## src/rtl/dwnsmp_pkg.sv

```systemverilog
// Shared defaults and phase-width derivation for the downsampler and the RRC filter blocks.
package dwnsmp_pkg;

  localparam int OS_DEF   = 4;
  localparam int N_CH_DEF = 2;
  localparam int S_IN_DEF = 10;

  // A 1-bit phase index is kept even for degenerate factors so vectors never collapse to zero width.
  function automatic int ph_width(input int os);
    return (os > 1) ? $clog2(os) : 1;
  endfunction

endpackage

```

## src/rtl/dwnsmp_phase_ctr.sv

```systemverilog
// Symbol phase tracking: counter with sync realignment, boundary-loaded phase register,
// misaligned-sync detection and the per-sample selection decision.
module dwnsmp_phase_ctr
  import dwnsmp_pkg::*;
#(
  parameter  int OS   = OS_DEF,
  localparam int PH_W = ph_width(OS)
) (
  input  logic            clock,
  input  logic            i_reset,
  input  logic            i_enable,
  input  logic            i_valid,
  input  logic            i_sync,
  input  logic [PH_W-1:0] i_fase,
  output logic            sel,
  output logic [PH_W-1:0] o_fase,
  output logic            o_sync_err
);

  localparam logic [PH_W-1:0] PH_ONE = PH_W'(1);

  logic [PH_W-1:0] cnt;
  logic [PH_W-1:0] eff_phase;
  logic [PH_W-1:0] cmp_phase;
  logic            accept;
  logic            boundary;

  // At a symbol boundary the freshly requested phase applies to that same sample.
  always_comb begin
    accept    = i_enable && i_valid;
    eff_phase = i_sync ? '0 : cnt;
    boundary  = accept && (eff_phase == '0);
    cmp_phase = boundary ? i_fase : o_fase;
    sel       = accept && (eff_phase == cmp_phase);
  end

  // OS is a power of two, so the natural PH_W-bit wrap gives the modulo-OS advance.
  always_ff @(posedge clock) begin
    if (i_reset) begin
      cnt        <= '0;
      o_fase     <= '0;
      o_sync_err <= 1'b0;
    end else begin
      o_sync_err <= accept && i_sync && (cnt != '0);
      if (accept) begin
        cnt <= eff_phase + PH_ONE;
      end
      if (boundary) begin
        o_fase <= i_fase;
      end
    end
  end

endmodule

```

## src/rtl/dwnsmp_mc.sv

```systemverilog
// Multi-channel decimator: keeps one sample per symbol at the selected phase, all channels together.
module dwnsmp_mc
  import dwnsmp_pkg::*;
#(
  parameter  int OS   = OS_DEF,
  parameter  int N_CH = N_CH_DEF,
  parameter  int S_IN = S_IN_DEF,
  localparam int PH_W = ph_width(OS),
  localparam int DW   = N_CH * S_IN
) (
  input  logic            clock,
  input  logic            i_reset,
  input  logic            i_enable,
  input  logic            i_valid,
  input  logic [PH_W-1:0] i_fase,
  input  logic            i_sync,
  input  logic [DW-1:0]   i_data,
  output logic [DW-1:0]   o_data,
  output logic            o_valid,
  output logic [PH_W-1:0] o_fase,
  output logic            o_sync_err
);

  logic sel;

  dwnsmp_phase_ctr #(
    .OS(OS)
  ) u_phase_ctr (
    .clock      (clock),
    .i_reset    (i_reset),
    .i_enable   (i_enable),
    .i_valid    (i_valid),
    .i_sync     (i_sync),
    .i_fase     (i_fase),
    .sel        (sel),
    .o_fase     (o_fase),
    .o_sync_err (o_sync_err)
  );

  // sel already implies an accepted sample, so a disabled cycle clears the strobe and holds data.
  always_ff @(posedge clock) begin
    if (i_reset) begin
      o_data  <= '0;
      o_valid <= 1'b0;
    end else begin
      o_valid <= sel;
      if (sel) begin
        o_data <= i_data;
      end
    end
  end

endmodule

```

## config.mk

```make
export PLATFORM = sky130hd
export DESIGN_NAME = dwnsmp_mc
export DESIGN_NICKNAME = d
export VERILOG_FILES = /design/src/rtl/dwnsmp_pkg.sv /design/src/rtl/dwnsmp_phase_ctr.sv /design/src/rtl/dwnsmp_mc.sv
export SDC_FILE = /design/constraint.sdc
export NUM_CORES = 1
export LEC_CHECK = 0
export CORE_ASPECT_RATIO = 1.75
export CORE_MARGIN = 5
export CORE_UTILIZATION = 41
export CTS_CLUSTER_SIZE = 8
export DETAILED_ROUTE_END_ITERATION = 16
export PLACE_DENSITY = 0.82
export SLEW_MARGIN = 20
export SYNTH_ARGS = -nofsm -noshare
export SYNTH_HDL_FRONTEND = slang
export SYNTH_HIERARCHICAL = 1
export SYNTH_SLANG_ARGS = --single-unit
```

## constraint.sdc

```tcl
create_clock -name clock -period 4 [get_ports clock]
set_clock_uncertainty 0.05 [all_clocks]
set_input_delay 0.6 -clock clock [delete_from_list [all_inputs] [get_ports clock]]
set_output_delay 0.6 -clock clock [all_outputs]
set_load 0.02 [all_outputs]
```

==> impl_metrics.yaml <==
worst_setup_path:
  crit_chain: "clkdlybuf4s50_1, and2b_1, inv_1, ha_1, nand3_2, mux2i_1, xnor2_1, nor3b_4, buf_4, mux2i_1, nor2_1"
  crit_top_cell: "mux2i_1"
  crit_fanout: 21
  max_stage_delay_ns: 0.44
  cpMaxStageDelayCell: "clkdlybuf4s50_1"
  critPathBufInv: 3
  worstSetupPathType: "primary input to flip-flop"
  path_delay_family: "buffers and inverters"
  startpoint_type: "primary input"
  reg2reg_slack_ns: 1.64
  end_kind: "flip-flop"
  cp.required_ns: 4.08
  arrival_ns: 2.92
finish:
  final_cell_area_sq_um: 1550
  final_common_cell: "clkdlybuf4s50_1"
  drive_gt1_share_pct: 5.59
  most-common-layout-cells: "50 x clkdlybuf4s50_1, 26 x dfxtp_1, 25 x nor2_1"
  synthToLayoutAreaGrowth_pct: 53.9
  n_antenna_cell: 0
  nNetsFinal: 172
synth:
  synth_edf_count: 0
  synth_area_leaders: "dfxtp_1 52%, mux2i_1 21%, nor2_1 9.3%"
  synthesis.area_sq_um: 1000
  ys_warn_count: 6
  syn-num-nets: 121
  yosysSeqAreaShare_pct: 51.8
  post-synth-top-area-fraction_pct: 51.8
  synth.largest_area_cell: "dfxtp_1"
  ys_async_sr_fraction_pct: 0
  synth.distinct_cells: 19
  synthFlopType: "dfxtp_1"
  ys_seq_elements: 26
  postSynthCellCount: 93
  postSynthAreaPerCell_sq_um: 10.8
route:
  drt_iter0_drc: 13
  ant_nets: 0
  avgRoutedWirePerCell_um: 13.3
  via_count: 832
  post_drt_via_cell_ratio: 4.95
  routed_wirelength_um: 2230
  drc: 0
  dr.pass1.iters: 4
clock_network:
  hold_buffers: 0
  cts_buffers: 3
  htreeDepth: 1
  path_clk_slew_ns: 0.08
  ctsRootBufferMaster: "clkbuf_8"
  post_cts_buffers: 0
  cts_tree: "built"
  post_cts_resize_count: 0
  cts.sinks: 26
  clk_latency_ns: 0.27
  clock_path_buffers: 2
power:
  p_int_mw: 0.421
  clkPwrFrac_pct: 30.3
  power_frac_comb_pct: 19.5
  leakage_nw: 0.579
  p_total_mw: 0.554
  max-vdd-ir-drop_mv: 0.250
  seq_power_share_pct: 50.2
  p_sw_mw: 0.133
  power_density_nw_per_um2: 358
  sw_frac_of_total_pct: 24.0
grt:
  grt-busiest-layer: "met2"
  track_usage_pct: 13.7
  antenna_found_initial: 0
  grtUsageMet1_pct: 14.7
  grt_pass1_vias: 819
  use_met3_pct: 3.31
  grt_pass1_wl_um: 3510
  grt_max_degree: 27
  grtUsageMet2_pct: 23.6
  overflow: 0
die:
  die_area_sq_um: 3580
  core-area_sq_um: 2330
  initial_utilization_pct: 43.1
  ios: 51
  fp-row-count: 23
  die_h_um: 75.5
  die_x_um: 47.4
timing:
  maxSlewHeadroom_pct: 41.2
  max_freq_mhz: 352
  finalHoldViolations: 0
  final-setup-viol-count: 0
  rsz0062_at_grt: "false"
  period_minus_slack_ns: 2.84
  whs_ns: 0.433
  worst_slew_pin_slew_ns: 0.879
  fin_crit_sh_pct: 71.0
  tns_ns: 0
  final_max_slew_viol_count: 0
placement:
  io_buffer_count: 50
  gp_congestion: 0.705
  place_area_sq_um: 1490
  hpwl_um: 1720
status:
  status: "completed"
min_path:
  hold_path_class: "flip-flop to flip-flop"
job:
  drv_cap: 0
## metrics by stage
| step | std cells | utilization, % | setup WS, ns |
|---|---|---|---|
| 5_1_grt | 168 | 66.3 | 0.998 |
| 3_5_place_dp | 164 | 64.0 | 0.880 |
| 4_1_cts | 168 | 66.3 | 1.16 |
| 6_report | 168 | 66.3 | 1.16 |
| 3_3_place_gp | 164 | 64.0 | 0.982 |
| 2_1_floorplan | 93 | - | 1.64 |
## power groups by stage
stage | clock, mW | sequential, mW | combinational [mW]
final | 0.168 | 0.278 | 0.108
after global routing | 0.183 | 0.280 | 0.116
after CTS | 0.172 | 0.278 | 0.109
after detailed placement | 0 | 0.284 | 0.109
after global placement | 0 | 0.284 | 0.107
after floorplan | 0 | 0.298 | 0.0437
## Yosys cell counts, types with 2 or more instances
cell type  number
buf_12          2
nand2_1         2
xnor2_1         2
dfxtp_1        26
mux2i_1        21
a21oi_1         2
clkbuf_1        2
nor2_1         25
## area by class of cell
cell class | instances | area, sq um
Fill cell | 189 | 785
Sequential cell | 26 | 520
Timing Repair Buffer | 51 | 508
Multi-Input combinational cell | 61 | 428
Clock buffer | 4 | 55.1
Tap cell | 25 | 31.3
Inverter | 1 | 3.75
## worst register-to-register path, delay by kind of cell (launching register included)
kind | cells | cell delay (ns)
multiplexers | 2 | 0.53
flip-flops | 1 | 0.36
buffers and inverters | 2 | 0.40
AND/OR/NAND/NOR | 4 | 0.53
XOR/XNOR | 1 | 0.16
adder cells (fa/ha/maj) | 1 | 0.20
## sequential cells by signal (all words and copies together) (netlist names)
register and cells:
u_phase_ctr/o_sync_err 1, u_phase_ctr/o_fase 2, o_data 20, o_valid 1
u_phase_ctr/cnt 2
## kinds of logic (layout without fill, tap and decap cells)
family                   count (synthesis)  count (layout)  synth area share, %
AO/OA/AOI/OAI                            2               2                0.996
AND/OR/NAND/NOR                         34              34                 15.7
multiplexers                            22              22                 22.3
buffers and inverters                    6              56                 6.23
flip-flops                              26              26                 51.8
XOR/XNOR                                 2               2                 1.74
adder cells (fa/ha/maj)                  1               1                 1.25
## path summary, 6_finish.rpt
path              cells after the start                  to                from
setup reg to reg                     10          o_data[17]  u_phase_ctr/cnt[0]
hold / removal                        2  u_phase_ctr/cnt[1]  u_phase_ctr/cnt[1]
setup / recovery                     11          o_data[17]              i_sync
hold reg to reg                       2  u_phase_ctr/cnt[1]  u_phase_ctr/cnt[1]
## layer usage
metal / up-vias / routed length [um]
met2: 37 / 1170
met1: 383 / 811
met5: - / 0
li1: 405 / -
met3: 7 / 194
met4: 0 / 54
Power figures use the tool's default switching activity.
